File: config.mk
export PLATFORM = sky130hd
export DESIGN_NAME = weight_fifo_loader
export DESIGN_NICKNAME = d
export VERILOG_FILES = /design/src/rtl/weight_fifo_loader.sv
export SDC_FILE = /design/constraint.sdc
export NUM_CORES = 1
export LEC_CHECK = 0
export ABC_AREA = 1
export BUFFER_PORTS_ARGS = -buffer_cell sky130_fd_sc_hd__buf_4
export CORE_AREA = 2 2 220 222
export CTS_CLUSTER_DIAMETER = 30
export DETAILED_ROUTE_END_ITERATION = 16
export DIE_AREA = 0 0 222 224
export SYNTH_ARGS = -nofsm -noshare
export SYNTH_HDL_FRONTEND = slang
export SYNTH_SLANG_ARGS = --single-unit
File: constraint.sdc
create_clock -name clk -period 3.85 [get_ports clk]
set_input_delay 0.385 -clock clk [delete_from_list [all_inputs] [get_ports clk]]
set_output_delay 0.385 -clock clk [all_outputs]
set_load 0.05 [all_outputs]
File: src/rtl/weight_fifo_loader.sv
// Weight FIFO write-side loader: fetches FIFO_DEPTH rows from the weight SRAM
// and shifts them into the weight FIFO one row per granted read, in address order.
module weight_fifo_loader #(
  parameter int DATA_WIDTH = 16,
  parameter int FIFO_WIDTH = 16,
  parameter int FIFO_DEPTH = 16,
  parameter int ADDR_WIDTH = 10
) (
  input  logic                  clk,
  input  logic                  rst,
  input  logic                  start,
  input  logic [ADDR_WIDTH-1:0] base_addr,
  input  logic [FIFO_WIDTH-1:0] col_mask,
  output logic                  busy,
  output logic                  done,
  output logic                  mem_re,
  output logic [ADDR_WIDTH-1:0] mem_addr,
  input  logic                  mem_gnt,
  input  logic [DATA_WIDTH-1:0] mem_rdata [0:FIFO_WIDTH-1],
  output logic [FIFO_WIDTH-1:0] en,
  output logic [DATA_WIDTH-1:0] w_out [0:FIFO_WIDTH-1]
);

  localparam int CNT_W = $clog2(FIFO_DEPTH + 1);
  localparam logic [CNT_W-1:0] DEPTH_C = CNT_W'(FIFO_DEPTH);

  localparam logic [1:0] S_IDLE  = 2'd0;
  localparam logic [1:0] S_LOAD  = 2'd1;
  localparam logic [1:0] S_DRAIN = 2'd2;
  localparam logic [1:0] S_DONE  = 2'd3;

  logic [1:0]            state;
  logic [1:0]            state_nxt;
  logic [CNT_W-1:0]      req_cnt;
  logic [CNT_W-1:0]      push_cnt;
  logic [CNT_W-1:0]      req_inc;
  logic [CNT_W-1:0]      push_inc;
  logic [ADDR_WIDTH-1:0] base_q;
  logic [FIFO_WIDTH-1:0] mask_q;
  logic                  accept;
  logic                  issue_p0;
  logic                  rd_vld_p1;

  assign accept   = (state == S_IDLE) && start;
  assign mem_re   = (state == S_LOAD);
  assign issue_p0 = mem_re && mem_gnt;
  assign req_inc  = req_cnt + 1'b1;
  assign push_inc = push_cnt + 1'b1;
  assign busy     = (state != S_IDLE);
  assign done     = (state == S_DONE);
  // Address wraps modulo 2^ADDR_WIDTH; forced to zero whenever no read is requested.
  assign mem_addr = mem_re ? (base_q + ADDR_WIDTH'(req_cnt)) : '0;

  // Next-state: leave LOAD on the last issue so mem_re drops the following cycle.
  always_comb begin
    state_nxt = state;
    case (state)
      S_IDLE:  if (start) state_nxt = S_LOAD;
      S_LOAD:  if (issue_p0 && (req_inc == DEPTH_C)) state_nxt = S_DRAIN;
      S_DRAIN: if ((rd_vld_p1 && (push_inc == DEPTH_C)) || (push_cnt == DEPTH_C))
                 state_nxt = S_DONE;
      default: state_nxt = S_IDLE;
    endcase
  end

  // Control state: FSM, request/push counters and the read-valid pipeline bit.
  always_ff @(posedge clk) begin
    if (rst) begin
      state     <= S_IDLE;
      req_cnt   <= '0;
      push_cnt  <= '0;
      rd_vld_p1 <= 1'b0;
    end else begin
      state     <= state_nxt;
      rd_vld_p1 <= issue_p0;
      if (accept) begin
        req_cnt  <= '0;
        push_cnt <= '0;
      end else begin
        if (issue_p0)  req_cnt  <= req_inc;
        if (rd_vld_p1) push_cnt <= push_inc;
      end
    end
  end

  // Load parameters captured once per accepted start; later changes are ignored.
  always_ff @(posedge clk) begin
    if (accept) begin
      base_q <= base_addr;
      mask_q <= col_mask;
    end
  end

  // Stage p1: returned SRAM row goes straight to the FIFO input in the same cycle.
  always_comb begin
    en = rd_vld_p1 ? mask_q : '0;
    for (int i = 0; i < FIFO_WIDTH; i++) begin
      w_out[i] = rd_vld_p1 ? mem_rdata[i] : '0;
    end
  end

endmodule

==> flow_summary.yaml, run 1 <==
global_routing:
  grt_max_degree: 78
  grt_overflow: 0
  grt_pass1_vias: 5388
  grt_pass1_wl_um: 37700
  antenna_found_initial: 19
  grt_usage_pct: 10.3
clock_network:
  cts-root-buf: "clkbuf_16"
  tritoncts: "yes"
  postCtsSetupBuffers: 0
  postCtsResizedCells: 0
  clk_path_buf_depth: 2
  cts_num_sinks: 39
  clk_latency_ns: 0.29
  hold_buffers: 0
  path_clk_slew_ns: 0.07
  htreeDepth: 2
  cts_buffers: 5
detailed_routing:
  wl_met1_um: 13200
  antenna_left: 0
  route.detailed.drc: 0
  wl_met2_um: 11400
  drt-initial-drc-count: 280
  vias: 6116
  post_drt_wl_per_cell_um: 14.4
  totalWireLength_um: 27900
  drtPass1Iterations: 4
  viasPerCell: 3.15
  routed.top_layer: "met5"
  met3_wirelength_um: 3210
worst_setup_path:
  startpoint_type: "flop"
  endpoint_kind: "primary output"
  critical_path_class: "reg -> out"
  arrival_ns: 2.36
  worst-endpoint-required_ns: 3.46
  crit_path_max_fanout: 6
timing:
  setup_viol: 0
  clock_skew_ns: 0.00759
  layout_setup_ws_ns: 1.11
  rsz0062_at_grt: "no"
  worstMarginPinSlew_ns: 0.786
  timing.final.crit_share_pct: 71.3
  drv_slew: 0
  min_period_ns: 2.74
  tns_ns: 0
  fmax_mhz: 364
  hold_violations: 0
  maxSlewHeadroom_pct: 47.6
  whs_ns: 0.263
pwr:
  ir_drop_mv: 0.370
  p_leak_uw: 0.00665
  cellPowerDensity_nw_per_um2: 345
floorplan:
  initial_core_util_pct: 8.67
  fp.dieW_um: 222
  pin_count: 571
  die_h_um: 224
  dieArea_um2: 49700
  design.core.area_um2: 47300
  rows: 80
cells_and_area:
  fin_nets: 1626
  fillers: 5432
  syn2layout_area_growth_pct: 125
  drive_gt1_share_pct: 47.4
  regArea_um2: 1040
  antenna_cells_inserted: 0
  multi_input_area_um2: 1770
  post-route-util_pct: 19.5
  postLayoutCellArea_um2: 9250
synth:
  ys_types: 29
  syn_nets: 1073
  syn_area_um2: 4100
  syn_area_per_cell_um2: 5.31
  synth.top_cell.area_share_pct: 27.9
  synthCells: 772
  ys_top_cells_by_area: "nand2_1 (28%), inv_1 (25%), edfxtp_1 (19%)"
  yosys_warnings: 0
  synth_top_area_cell: "nand2_1"
  seq_area_frac_synth_pct: 25.4
  ys_ff_latch: 39
place:
  place_area_um2: 9090
  hpwl_um: 24800
  pre_cts_slack_ns: 1.44
  port_buffers: 570
  place.gp.congestion: 0.841
job:
  cap_violations: 0
outcome:
  status: "completed"
min_path:
  holdCritPathClass: "in -> reg"
[report_power, final]
| group | leakage (uW) | total [uW] | switching [uW] | internal, uW |
|---|---|---|---|---|
| registers | 0.000352 | 623 | 74.7 | 548 |
| logic | 0.00622 | 2100 | 1440 | 663 |
| clock network | 0.0000820 | 467 | 187 | 280 |
[registers in the layout, indices dropped and copies added, names as in the netlist]
name	cells
mask_q	16
push_cnt	5
rd_vld_p1	1
state	2
base_q	10
req_cnt	5
[synthesized netlist by cell type (all sizes together)]
| master | number |
|---|---|
| o21a | 2 |
| xnor2 | 3 |
| o21ai | 8 |
| o211ai | 1 |
| edfxtp | 26 |
| inv | 302 |
| buf | 24 |
| nand4 | 4 |
| ha | 14 |
| nand3 | 9 |
| clkinv | 1 |
| nor2 | 23 |
| dfxtp | 13 |
| nand2 | 310 |
| a31oi | 3 |
| xor2 | 2 |
| clkbuf | 7 |
| or2 | 2 |
| a21oi | 16 |
| nor3 | 1 |
| fa | 1 |
[worst max-delay path, cell delays in order (launching register included)]
cell and delay, ns:
dfxtp_1 0.44, ha_1 0.26, inv_1 0.07, fa_1 0.36, inv_1 0.09, nand3_1 0.07
nand2_1 0.11, nand2_1 0.08, a21oi_1 0.16, a21oi_1 0.08, a21oi_1 0.12, buf_4 0.21
[cells by family (layout without fill, tap and decap cells)]
group / Yosys count / count (layout) / synth area share (%)
DFF: 39 / 39 / 25.4
AOI/OAI and AO/OA: 30 / 30 / 3.93
buffers and inverters: 334 / 888 / 31.5
adders and majority gates: 15 / 15 / 4.76
and+or+nand+nor: 349 / 349 / 33.4
xor gates and xnor gates: 5 / 5 / 1.07
[cells in the final DEF, fill, tap and decap left out, types with 3 or more instances in the layout]
master,instances
nand2_2,3
inv_2,32
nor2_1,21
xnor2_1,3
o21ai_1,7
nand3_1,8
buf_4,575
a21oi_1,16
inv_1,269
clkbuf_16,6
ha_1,14
nand4_1,4
a31oi_1,3
nand2_1,305
dfxtp_1,12
edfxtp_1,26
[metal layers]
layer  vias up  global-route usage, %
li1       3182                      -
met1      2598                   14.9
met5         -                      0
met2       308                   14.4
met4        10                  0.719
met3        18                   4.81
[area by class of cell]
class / instances / area share (%)
clock buffers: 6 / 1.62
clock inverters: 2 / 0.149
inverters: 303 / 12.4
multi-input cells: 399 / 19.1
flip-flops and latches: 39 / 11.3
well taps: 615 / 8.32
repair buffers: 577 / 47.1
[path summary, 6_finish.rpt]
path	startpoint	cells after the start	slack (ns)	endpoint
setup / recovery	req_cnt[0]	11	1.11	mem_addr[8]
hold / removal	base_addr[2]	1	0.26	base_q[2]
setup reg to reg	rd_vld_p1	9	1.90	state[0]
hold reg to reg	push_cnt[1]	2	0.55	push_cnt[1]
[per-stage QoR]
| stage | cells | total power (uW) |
|---|---|---|
| after detailed placement | 1933 | 2750 |
| final | 1941 | 3190 |
| after floorplan | 772 | 1960 |
| after global routing | 1941 | 3370 |
| after global placement | 1933 | 2750 |
| after CTS | 1941 | 3230 |
(Power assumes the default switching activity.)
==> run 2: changes to the inputs <==
- clock period: 3.85 -> 2.55 ns (I/O delays scaled with it)
==> flow_summary.yaml, run 2 (synthesized netlist as in run 1, its figures left out) <==
outcome:
  status: "completed"
floorplan:
  dieArea_um2: 49700
  initial_core_util_pct: 8.67
  pin_count: 571
  fp.dieW_um: 222
  die_h_um: 224
  design.core.area_um2: 47300
  rows: 80
place:
  port_buffers: 570
  hpwl_um: 26100
  place.gp.congestion: 0.835
  pre_cts_slack_ns: 0.271
worst_setup_path:
  reg2reg_to: "push_cnt[3]"
  startpoint_type: "flop"
  endpoint_kind: "primary output"
  critPathMaxStageDelay_ns: 0.39
  critical_path_class: "reg -> out"
  crit_path_max_fanout: 6
  reg2reg_slack_ns: 0.86
  crit_family: "adder cells"
  path_cells: "ha_4, inv_1, fa_1, inv_1, nand3_1, nand2_2, nand2_1, a21oi_2, or2_1, nor2_1, buf_4"
  r2r-start: "state[0]"
  r2r_cells: 9
  arrival_ns: 2.14
  worst-endpoint-required_ns: 2.30
  path_buf_inv: 3
  crit_top_cell: "inv_1"
  critPathSlowestCell: "dfxtp_4"
detailed_routing:
  drtPass1Iterations: 4
  viasPerCell: 3.18
  vias: 6191
  route.detailed.drc: 0
  antenna_left: 0
  post_drt_wl_per_cell_um: 15.1
  totalWireLength_um: 29300
  drt-initial-drc-count: 347
min_path:
  hold_depth: 2
  holdCritPathClass: "in -> reg"
  worstHoldStart: "rst"
  min_to: "rd_vld_p1"
clock_network:
  cts_num_sinks: 39
  postCtsSetupBuffers: 0
  cts_buffers: 5
  clk_path_buf_depth: 2
  htreeDepth: 2
  path_clk_slew_ns: 0.07
  hold_buffers: 0
  tritoncts: "yes"
  cts-root-buf: "clkbuf_16"
  clk_latency_ns: 0.30
cells_and_area:
  layout_commonest_cell: "buf_4"
  top_register: "mask_q"
  fillers: 5441
  fin_nets: 1631
  layout_common_cells: "buf_4 (577), nand2_1 (304), inv_1 (269)"
  reg_top3: "mask_q (16), base_q (10)"
  largest_reg_flops: 16
  syn2layout_area_growth_pct: 128
  drive_gt1_share_pct: 48.2
timing:
  rsz0062_at_grt: "no"
  drv_slew: 0
  layout_setup_ws_ns: 0.154
  clock_skew_ns: 0.00707
  hold_violations: 0
  maxSlewHeadroom_pct: 62.8
  timing.final.crit_share_pct: 93.9
  tns_ns: 0
  setup_viol: 0
  min_period_ns: 2.40
  worstMarginPinSlew_ns: 0.556
  fmax_mhz: 417
job:
  cap_violations: 0
pwr:
  p_leak_uw: 0.00667
  cellPowerDensity_nw_per_um2: 521
  ir_drop_mv: 0.572
global_routing:
  antenna_found_initial: 21
  grt_max_degree: 86
  grt_usage_pct: 10.8
  grt_overflow: 0
  grt_pass1_vias: 5605
  grt_pass1_wl_um: 39100
[run 2: cell types whose count changed in the layout (fill, tap and decap cells not counted), sizes merged]
cell,before,now
buf,577,582
clkbuf,6,5
clkinv,3,1
clkinvlp,0,2
diode,0,2
inv,302,303
[run 2: routing by layer]
| metal | wire length [um] | GRT usage (%) | share of wire [%] | vias to the layer above |
|---|---|---|---|---|
| met5 | 57 | 0 | 0.19 | - |
| met4 | 473 | 1.85 | 1.6 | 10 |
| met3 | 2890 | 4.43 | 9.9 | 27 |
| met2 | 11600 | 14.7 | 39 | 325 |
| met1 | 14300 | 15.9 | 49 | 2630 |
| li1 | - | - | - | 3199 |
[run 2: worst max-delay path by stage]
stage | start | end | slack [ns] | cells after the start
after global routing | req_cnt[0] | mem_addr[8] | 0.01 | 11
final | req_cnt[0] | mem_addr[6] | 0.15 | 11
after floorplan | state[1] | mem_addr[6] | 0.11 | 5
after global placement | req_cnt[0] | mem_addr[8] | 0.29 | 11
after detailed placement | req_cnt[0] | mem_addr[8] | 0.27 | 11
after CTS | req_cnt[0] | mem_addr[8] | 0.03 | 11
[run 2: worst register-to-register path, cell delays in order, from the launching register on]
cell and delay, ns:
dfxtp_1 0.37, inv_1 0.09, ha_1 0.23, nand2_1 0.08, inv_2 0.04, nor2_1 0.42, inv_2 0.13, a21oi_1 0.14
o21ai_1 0.08, inv_1 0.05
[run 2: repair_timing]
action                     in CTS  in global routing
pin swaps                       0                  1
setup endpoints to repair       2                  2
resized for setup               1                  7
[run 2: cell type report]
cell class,instances,area [um2],share of cell area [%]
repair buffers,582,4420,47.4
multi-input cells,399,1800,19.3
inverters,303,1140,12.3
diodes,2,5.00,0.0536
clock buffers,5,125,1.34
clock inverters,3,23.8,0.255
well taps,615,769,8.24
flip-flops and latches,39,1050,11.2
[run 2: metrics by stage]
step | instance area [um2] | std cells | power [uW] | utilization, % | hold slack, ns
after floorplan | 4110 | 772 | 2970 | - | 0.327
after global placement | 9160 | 1938 | 4210 | 19.3 | 0.433
after detailed placement | 9160 | 1938 | 4210 | 19.3 | 0.429
after CTS | 9310 | 1946 | 4910 | 19.7 | 0.111
after global routing | 9330 | 1946 | 5130 | 19.7 | 0.112
final | 9340 | 1948 | 4870 | 19.7 | 0.117
[run 2: power by group]
group / internal, uW / leakage, uW / switching, uW / total [uW]
Combinational: 1040 / 0.00625 / 2250 / 3290
Sequential: 829 / 0.000354 / 85.7 / 915
Clock: 367 / 0.0000665 / 296 / 663
==> run 3: changes to the inputs <==
- ABC_AREA: 1 -> default
- CORE_AREA: 2 2 220 222 -> 2 2 222 224
- DIE_AREA: 0 0 222 224 -> 0 0 224 226
==> flow_summary.yaml, run 3 <==
outcome:
  status: "completed"
timing:
  drv_slew: 0
  fmax_mhz: 399
  clock_skew_ns: 0.00880
  setup_viol: 0
  worstMarginPinSlew_ns: 0.490
  hold_violations: 0
  rsz0062_at_grt: "yes"
  layout_setup_ws_ns: 0.0438
  min_period_ns: 2.51
  timing.final.crit_share_pct: 98.3
  maxSlewHeadroom_pct: 67.3
global_routing:
  grtUsageMet3_pct: 9.58
  grt_overflow: 0
  antenna_found_initial: 30
  met1_usage_pct: 15.2
  grt_max_degree: 144
  grt_pass1_vias: 5273
  grt_busiest_layer: "met2"
  grt_usage_pct: 11.9
  grt_util_met2_pct: 15.8
  grt_pass1_wl_um: 42000
clock_network:
  cts_num_sinks: 39
  path_clk_slew_ns: 0.07
  cts_buffers: 5
  clk_latency_ns: 0.29
  tritoncts: "yes"
  hold_buffers: 0
  cts-root-buf: "clkbuf_16"
  htreeDepth: 2
  clk_path_buf_depth: 2
floorplan:
  design.core.area_um2: 48300
  pin_count: 571
  fp.dieW_um: 224
  dieArea_um2: 50600
  rows: 81
  die_h_um: 226
  initial_core_util_pct: 7.62
pwr:
  pwr-share-comb_pct: 64.4
  switchingPower_uw: 2280
  p_total_uw: 4550
  ir_drop_mv: 0.364
  p_clk_share_pct: 16.2
  cellPowerDensity_nw_per_um2: 510
  p_leak_uw: 0.00457
  intPower_uw: 2270
  switching_share_pct: 50.0
  p_seq_share_pct: 19.4
synth:
  synth_top_area_cell: "and2_1"
  synth.top_cell.area_share_pct: 47.5
  syn_area_per_cell_um2: 7.98
  ys_types: 34
  yosys_warnings: 0
  netlist_top_cells_count: "and2_1 (280), clkbuf_1 (33), edfxtp_1 (26)"
  ys_top_cells_by_area: "and2_1 (48%), edfxtp_1 (21%), dfxtp_1 (7.1%)"
  ys_ff_latch: 39
  yosysMostFrequentCell: "and2_1"
  seq_area_frac_synth_pct: 28.3
  syn_nets: 763
  synth_edf_count: 26
  synthFlopType: "edfxtp_1"
  syn_area_um2: 3680
  synthCells: 462
  async_reset_ff_share_pct: 0
cells_and_area:
  top_register: "mask_q"
  reg_top3: "mask_q (16), base_q (10)"
  largest_reg_flops: 16
  layout_commonest_cell: "buf_4"
  fin_nets: 1312
  syn2layout_area_growth_pct: 142
  drive_gt1_share_pct: 59.3
  finalNonFillerCells: 1635
  fillers: 5410
  layout_common_cells: "buf_4 (573), and2_1 (280), edfxtp_1 (26)"
detailed_routing:
  drt-initial-drc-count: 226
  antenna_left: 0
  totalWireLength_um: 33100
  vias: 5411
  drtPass1Iterations: 4
  viasPerCell: 3.31
  route.detailed.drc: 0
  post_drt_wl_per_cell_um: 20.3
worst_setup_path:
  crit_path_max_fanout: 3
  worst-endpoint-required_ns: 2.30
  critical_path_class: "reg -> out"
  path_cells: "ha_4, inv_2, fa_2, nor2b_4, o21ai_2, a21oi_2, o21ai_2, and2_1, o21a_1, buf_6"
  path_buf_inv: 2
  startpoint_type: "flop"
  crit_top_cell: "o21ai_2"
  critPathMaxStageDelay_ns: 0.37
  arrival_ns: 2.25
  crit_family: "compound AO/OA/AOI/OAI gates"
  endpoint_kind: "primary output"
  critPathSlowestCell: "edfxtp_1"
place:
  port_buffers: 570
  pre_cts_slack_ns: 0.130
  place.gp.congestion: 0.868
  hpwl_um: 29100
  place_inst: 1624
job:
  cap_violations: 0
min_path:
  holdCritPathClass: "in -> reg"
run 3: changes by cell type after synthesis, sizes merged, moves of 6 or more:
cell / delta
buf: -23
clkbuf: +27
nor2: -8
nand2: -302
nand3: -6
xnor2: +6
a21oi: -12
and2: +280
inv: -291
run 3: timing repair:
item                                    in CTS  in global routing
cloned                                       0                  0
gates resized for setup                      3                 11
buffers inserted                             1                  1
endpoints found under the hold margin        0                  0
pin swaps                                    1                  1
endpoints found under the setup margin       2                  5
run 3: cell families (layout without fill, tap and decap cells):
kind of cell,after synthesis,in the layout,synth area share [%]
AND/OR/NAND/NOR,324,324,53.5
buffers and inverters,47,597,4.86
other,0,1,0
AO/OA/AOI/OAI,20,20,3.74
adder cells (fa/ha/maj),15,15,5.30
multiplexers,2,2,0.543
XOR/XNOR,15,15,3.77
flip-flops,39,39,28.3
run 3: layout make-up:
cell class	count	area, um2	share of cell area, %
diodes	1	2.50	0.0280
clock buffers	5	125	1.40
clock inverters	3	43.8	0.491
inverters	12	45.0	0.505
multi-input cells	376	2520	28.2
flip-flops and latches	39	1050	11.7
well taps	622	778	8.72
repair buffers	577	4360	48.9
run 3: path summary, 6_finish.rpt:
| kind | from | endpoint | slack [ns] | depth (start not counted) |
|---|---|---|---|---|
| max | base_q[0] | mem_addr[8] | 0.04 | 10 |
| min reg2reg | state[0] | state[0] | 0.57 | 2 |
| min | base_addr[1] | base_q[1] | 0.14 | 1 |
| max reg2reg | req_cnt[0] | state[1] | 0.51 | 8 |
run 3: per-layer routing:
layer	routed length (um)	vias to the layer above	share of wire, %
met3	5730	53	17
met2	12900	293	39
met4	180	46	0.54
met5	259	-	0.78
li1	-	2534	-
met1	14000	2485	42
run 3: worst reg2reg max path, stage by stage (launching register included):
cell       delay [ns]
dfxtp_2          0.35
buf_4            0.14
ha_1             0.24
nand3_1          0.12
xnor2_1          0.18
o2111ai_1        0.20
a222oi_1         0.41
mux2i_1          0.23
nor2_1           0.05
run 3: power by group through the flow:
stage	Clock (uW)	Sequential [uW]	Combinational, uW
floorplan	0	872	1800
global placement	0	889	2920
detailed placement	0	895	2930
CTS	764	882	2950
global route	781	900	3080
finish	735	884	2930
run 3: per-stage QoR:
step	utilization, %	hold slack, ns	setup TNS, ns	area, um2
after floorplan	-	0.327	0	3690
after global placement	18.0	0.433	0	8680
after detailed placement	18.0	0.434	0	8680
after CTS	18.3	0.129	0	8870
after global routing	18.5	0.125	-0.0327	8920
final	18.5	0.136	0	8920
